[src/rtl/if_id_stage.sv]
// Fetch front end: PC register, IF/ID pipeline register, load-use hazard
// detection, taken-branch redirect/flush and a saturating stall counter.
module if_id_stage #(
  parameter logic [31:0] RESET_PC  = 32'h0000_0000,
  parameter logic [31:0] NOP_INSTR = 32'h0000_0000,
  parameter int          CNT_W     = 16
) (
  input  logic             clk,
  input  logic             rst,
  input  logic [31:0]      imem_rdata,
  input  logic             branch_taken,
  input  logic [31:0]      branch_target,
  input  logic             ex_MemRead,
  input  logic [4:0]       ex_rt,
  output logic [31:0]      pc,
  output logic [31:0]      if_id_instr,
  output logic [31:0]      if_id_pc4,
  output logic             if_id_valid,
  output logic             stall,
  output logic [CNT_W-1:0] stall_count
);

  logic [31:0]      r_pc;
  logic [31:0]      r_instr;
  logic [31:0]      r_pc4;
  logic             r_valid;
  logic [CNT_W-1:0] r_cnt;

  logic [31:0]      w_pc_plus4;
  logic [31:0]      w_target;
  logic [4:0]       w_rs;
  logic [4:0]       w_rt;
  logic             w_src_match;
  logic             w_stall;
  logic             w_cnt_sat;

  logic [31:0]      w_nxt_pc;
  logic [31:0]      w_nxt_instr;
  logic [31:0]      w_nxt_pc4;
  logic             w_nxt_valid;
  logic [CNT_W-1:0] w_nxt_cnt;

  assign w_pc_plus4 = r_pc + 32'd4;
  // Masking keeps every target bit in the expression while word-aligning it.
  assign w_target   = branch_target & ~32'd3;

  assign w_rs        = r_instr[25:21];
  assign w_rt        = r_instr[20:16];
  assign w_src_match = (ex_rt == w_rs) || (ex_rt == w_rt);
  assign w_stall     = r_valid && ex_MemRead && (ex_rt != 5'd0) && w_src_match;
  assign w_cnt_sat   = &r_cnt;

  // Redirect beats stall: the stalled instruction is on the wrong path.
  always_comb begin
    w_nxt_pc    = w_pc_plus4;
    w_nxt_instr = imem_rdata;
    w_nxt_pc4   = w_pc_plus4;
    w_nxt_valid = 1'b1;
    w_nxt_cnt   = r_cnt;
    if (branch_taken) begin
      w_nxt_pc    = w_target;
      w_nxt_instr = NOP_INSTR;
      w_nxt_pc4   = 32'd0;
      w_nxt_valid = 1'b0;
    end else if (w_stall) begin
      w_nxt_pc    = r_pc;
      w_nxt_instr = r_instr;
      w_nxt_pc4   = r_pc4;
      w_nxt_valid = r_valid;
      if (!w_cnt_sat) begin
        w_nxt_cnt = r_cnt + {{(CNT_W-1){1'b0}}, 1'b1};
      end
    end
  end

  always_ff @(posedge clk or posedge rst) begin
    if (rst) begin
      r_pc    <= RESET_PC;
      r_instr <= NOP_INSTR;
      r_pc4   <= 32'd0;
      r_valid <= 1'b0;
      r_cnt   <= '0;
    end else begin
      r_pc    <= w_nxt_pc;
      r_instr <= w_nxt_instr;
      r_pc4   <= w_nxt_pc4;
      r_valid <= w_nxt_valid;
      r_cnt   <= w_nxt_cnt;
    end
  end

  assign pc          = r_pc;
  assign if_id_instr = r_instr;
  assign if_id_pc4   = r_pc4;
  assign if_id_valid = r_valid;
  assign stall       = w_stall;
  assign stall_count = r_cnt;

endmodule

[config.mk]
export PLATFORM = sky130hd
export DESIGN_NAME = if_id_stage
export DESIGN_NICKNAME = d
export VERILOG_FILES = /design/src/rtl/if_id_stage.sv
export SDC_FILE = /design/constraint.sdc
export NUM_CORES = 1
export LEC_CHECK = 0
export BUFFER_PORTS_ARGS = -buffer_cell sky130_fd_sc_hd__buf_2
export CORE_MARGIN = 8
export CORE_UTILIZATION = 46
export DETAILED_ROUTE_END_ITERATION = 7
export GPL_ROUTABILITY_DRIVEN = 0
export PLACE_DENSITY = 0.82
export SLEW_MARGIN = 10
export SYNTH_ARGS = -nofsm -noshare
export SYNTH_HDL_FRONTEND = slang
export SYNTH_SLANG_ARGS = --single-unit
[constraint.sdc]
create_clock -name clk -period 3.1 [get_ports clk]
set_clock_uncertainty 0.05 [all_clocks]
set_input_delay 0.155 -clock clk [delete_from_list [all_inputs] [get_ports clk]]
set_output_delay 0.155 -clock clk [all_outputs]
set_load 0.005 [all_outputs]
==> results.ini <==
[synth]
synthSimpleGateAreaFrac=0.189
synth_top_cell_area_share=0.496
synth_commonest_cells=114 x nand2_1, 110 x dfrtp_1, 53 x a21oi_1
synthFlopType=dfrtp_1
synthMuxAreaShare=0.00608
yosys.area_share.adder=0.00451
async_flop_share=1.00
synth_seq_cells=110
synth_area_sq_um=5550
ys_warn_count=0
synth_xor_area_frac=0.128
synth_top_family_by_area=simple AND/OR/NAND/NOR gates
synth_top_area_cell=dfrtp_1
synth-edff-count=0
synth_cells=590
synth-compound-area-share=0.137
synth_area_leaders=dfrtp_1 50%, nand2_1 7.7%, xnor2_1 7.6%, xor2_1 5.2%, a21oi_1 4.8%
synth.most_common_cell=nand2_1
yosysUniqueCellTypes=44
ys_seq_area_frac=0.496
avgSynthCellArea_sq_um=9.41

[detailed_routing]
vias=5157
wl_met3_um=1000
drc_errors=0
drt_iter0_markers=395
met1_length_um=6670
top_layer_used=met4
dr_wl_met2_um=8190
drtAntennaViolNets=0
vias_per_cell=5.34
firstDrtPassIters=5
drt_wl_total_um=16500
routedWlPerCell_um=17.1

[setup_path]
critPathKind=register to register
worst_setup_path_end_kind=register
r2r_slack_ns=0.66
cp.arrival_ns=2.60
crit_fanout=6
worstPathRequired_ns=3.26
critPathLaunchType=register

[finish]
instances_no_fill=965
synthToLayoutAreaGrowth_pct=34.2
drive_above_1_share=0.277
fillers=997
final_util=0.626
final_cell_area_sq_um=7450
nets=888

[worst_hold_path]
hold_path.class=input port to register

[place]
hpwl_um=10700
post-place-cells=890
place_area_sq_um=6570
io_buffers=182

[flow_run]
drv_cap=0

[cts]
clkSlewWorstSetupHoldPaths_ns=0.07
tritoncts=done
h-tree-depth=3
clkSinkCount=110
clk_path_buf_depth=2
cts_setup_buffers=0
cts-root-buf=clkbuf_16
cts_buffers=9
hold_buffers=59
clk_latency_ns=0.35
cts.repair.resized=0

[sta]
fmax_ghz=0.409
finalCritPeriodShare=0.789
slew_headroom=0.445
finalSetupViolCount=0
setup_tns_ns=0
hold_viol=0
drv_slew=0
finalCriticalPeriod_ns=2.44
rsz0062_at_grt=false
tightest_slew_ns=0.833

[die]
core_area_sq_um=11900
rows=40
dieArea_sq_um=15800
die_w_um=126
io_pins=187
initial_core_util=0.466
die_h_um=126

[global_route]
grt_pass1_vias=5274
grt_usage=0.211
grt_antenna_before_repair=1
grt-ovfl-total=0
grt_pass1_wl_um=27400
grt_max_degree=111

[pwr]
irDropWorstVdd_mv=0.275
power.density_nw_per_um2=451
p_leak_uw=0.00366

[status]
status=completed

## report_power, final
part,internal (uW),switching [uW]
Combinational,274,274
Sequential,1540,123
Clock,639,509
## layer usage
layer / vias up / global-route usage
met2: 197 / 0.350
met1: 2456 / 0.252
met4: 0 / 0.111
met3: 50 / 0.0460
li1: 2454 / -
met5: - / 0
## layout by cell type, fill, tap and decap left out, types with 2 or more instances in the layout
cell	count
clkbuf_16	9
dlygate4sd3_1	59
nand2_4	2
inv_1	8
a2111oi_4	2
a21boi_0	3
buf_2	181
nor4_1	11
a21oi_1	53
nand4_2	2
nand4_1	13
a211oi_2	2
nand3_1	17
mux2_2	3
and2_1	2
and3_1	2
o21ai_1	13
nor2_1	44
or2_2	2
clkinv_2	4
conb_1	2
buf_4	9
o21ai_0	15
dfrtp_1	110
nor3_1	4
or3_1	2
a211oi_1	29
xor2_1	33
ha_1	2
nand2_1	113
xnor2_1	48
## layout make-up
class,count,area [sq um],share of cell area
repair buffers,250,1580,0.212
flip-flops and latches,110,2750,0.369
multi-input cells,432,2600,0.349
clock buffers,10,239,0.0321
well taps,147,184,0.0247
diodes,1,2.50,0.000336
inverters,10,41.3,0.00554
clock inverters,5,50.0,0.00671
## registers in the layout, indices dropped and copies added (netlist names)
register and cells:
if_id_instr 32, if_id_pc4 31, pc 30, stall_count 16, if_id_valid 1
## cell families after synthesis
kind of cell	after synthesis
simple gates	222
flops	110
xor+xnor	81
buf+inv	49
mux	3
other cells	1
compound gates	122
fa+ha+maj	2
## critical path: stages (launching register included)
cell     delay (ns)
dfrtp_1        0.46
ha_1           0.29
nand3_4        0.14
nor4_4         0.58
buf_4          0.24
nand4_1        0.13
a21oi_1        0.20
xnor2_1        0.14
o21ai_1        0.07
## through the flow
step / total power, uW / worst slack, ns / hold slack [ns]
3_5_place_dp: 2180 / 0.677 / 0.320
4_1_cts: 3390 / 0.604 / 0.000179
5_1_grt: 3520 / 0.462 / 0.0209
6_report: 3360 / 0.655 / 0.00794
3_3_place_gp: 2160 / 0.749 / 0.313
2_1_floorplan: 1940 / 0.924 / 0.226
## final timing paths
kind | cells past startpoint | from | to
max | 8 | pc[2] | pc[20]
max reg2reg | 8 | pc[2] | pc[20]
min | 3 | imem_rdata[12] | if_id_instr[12]
min in group asynchronous | 4 | rst | pc[13]
min reg2reg | 1 | stall_count[8] | stall_count[8]
max in group asynchronous | 4 | rst | if_id_instr[18]
(Power assumes the default switching activity.)
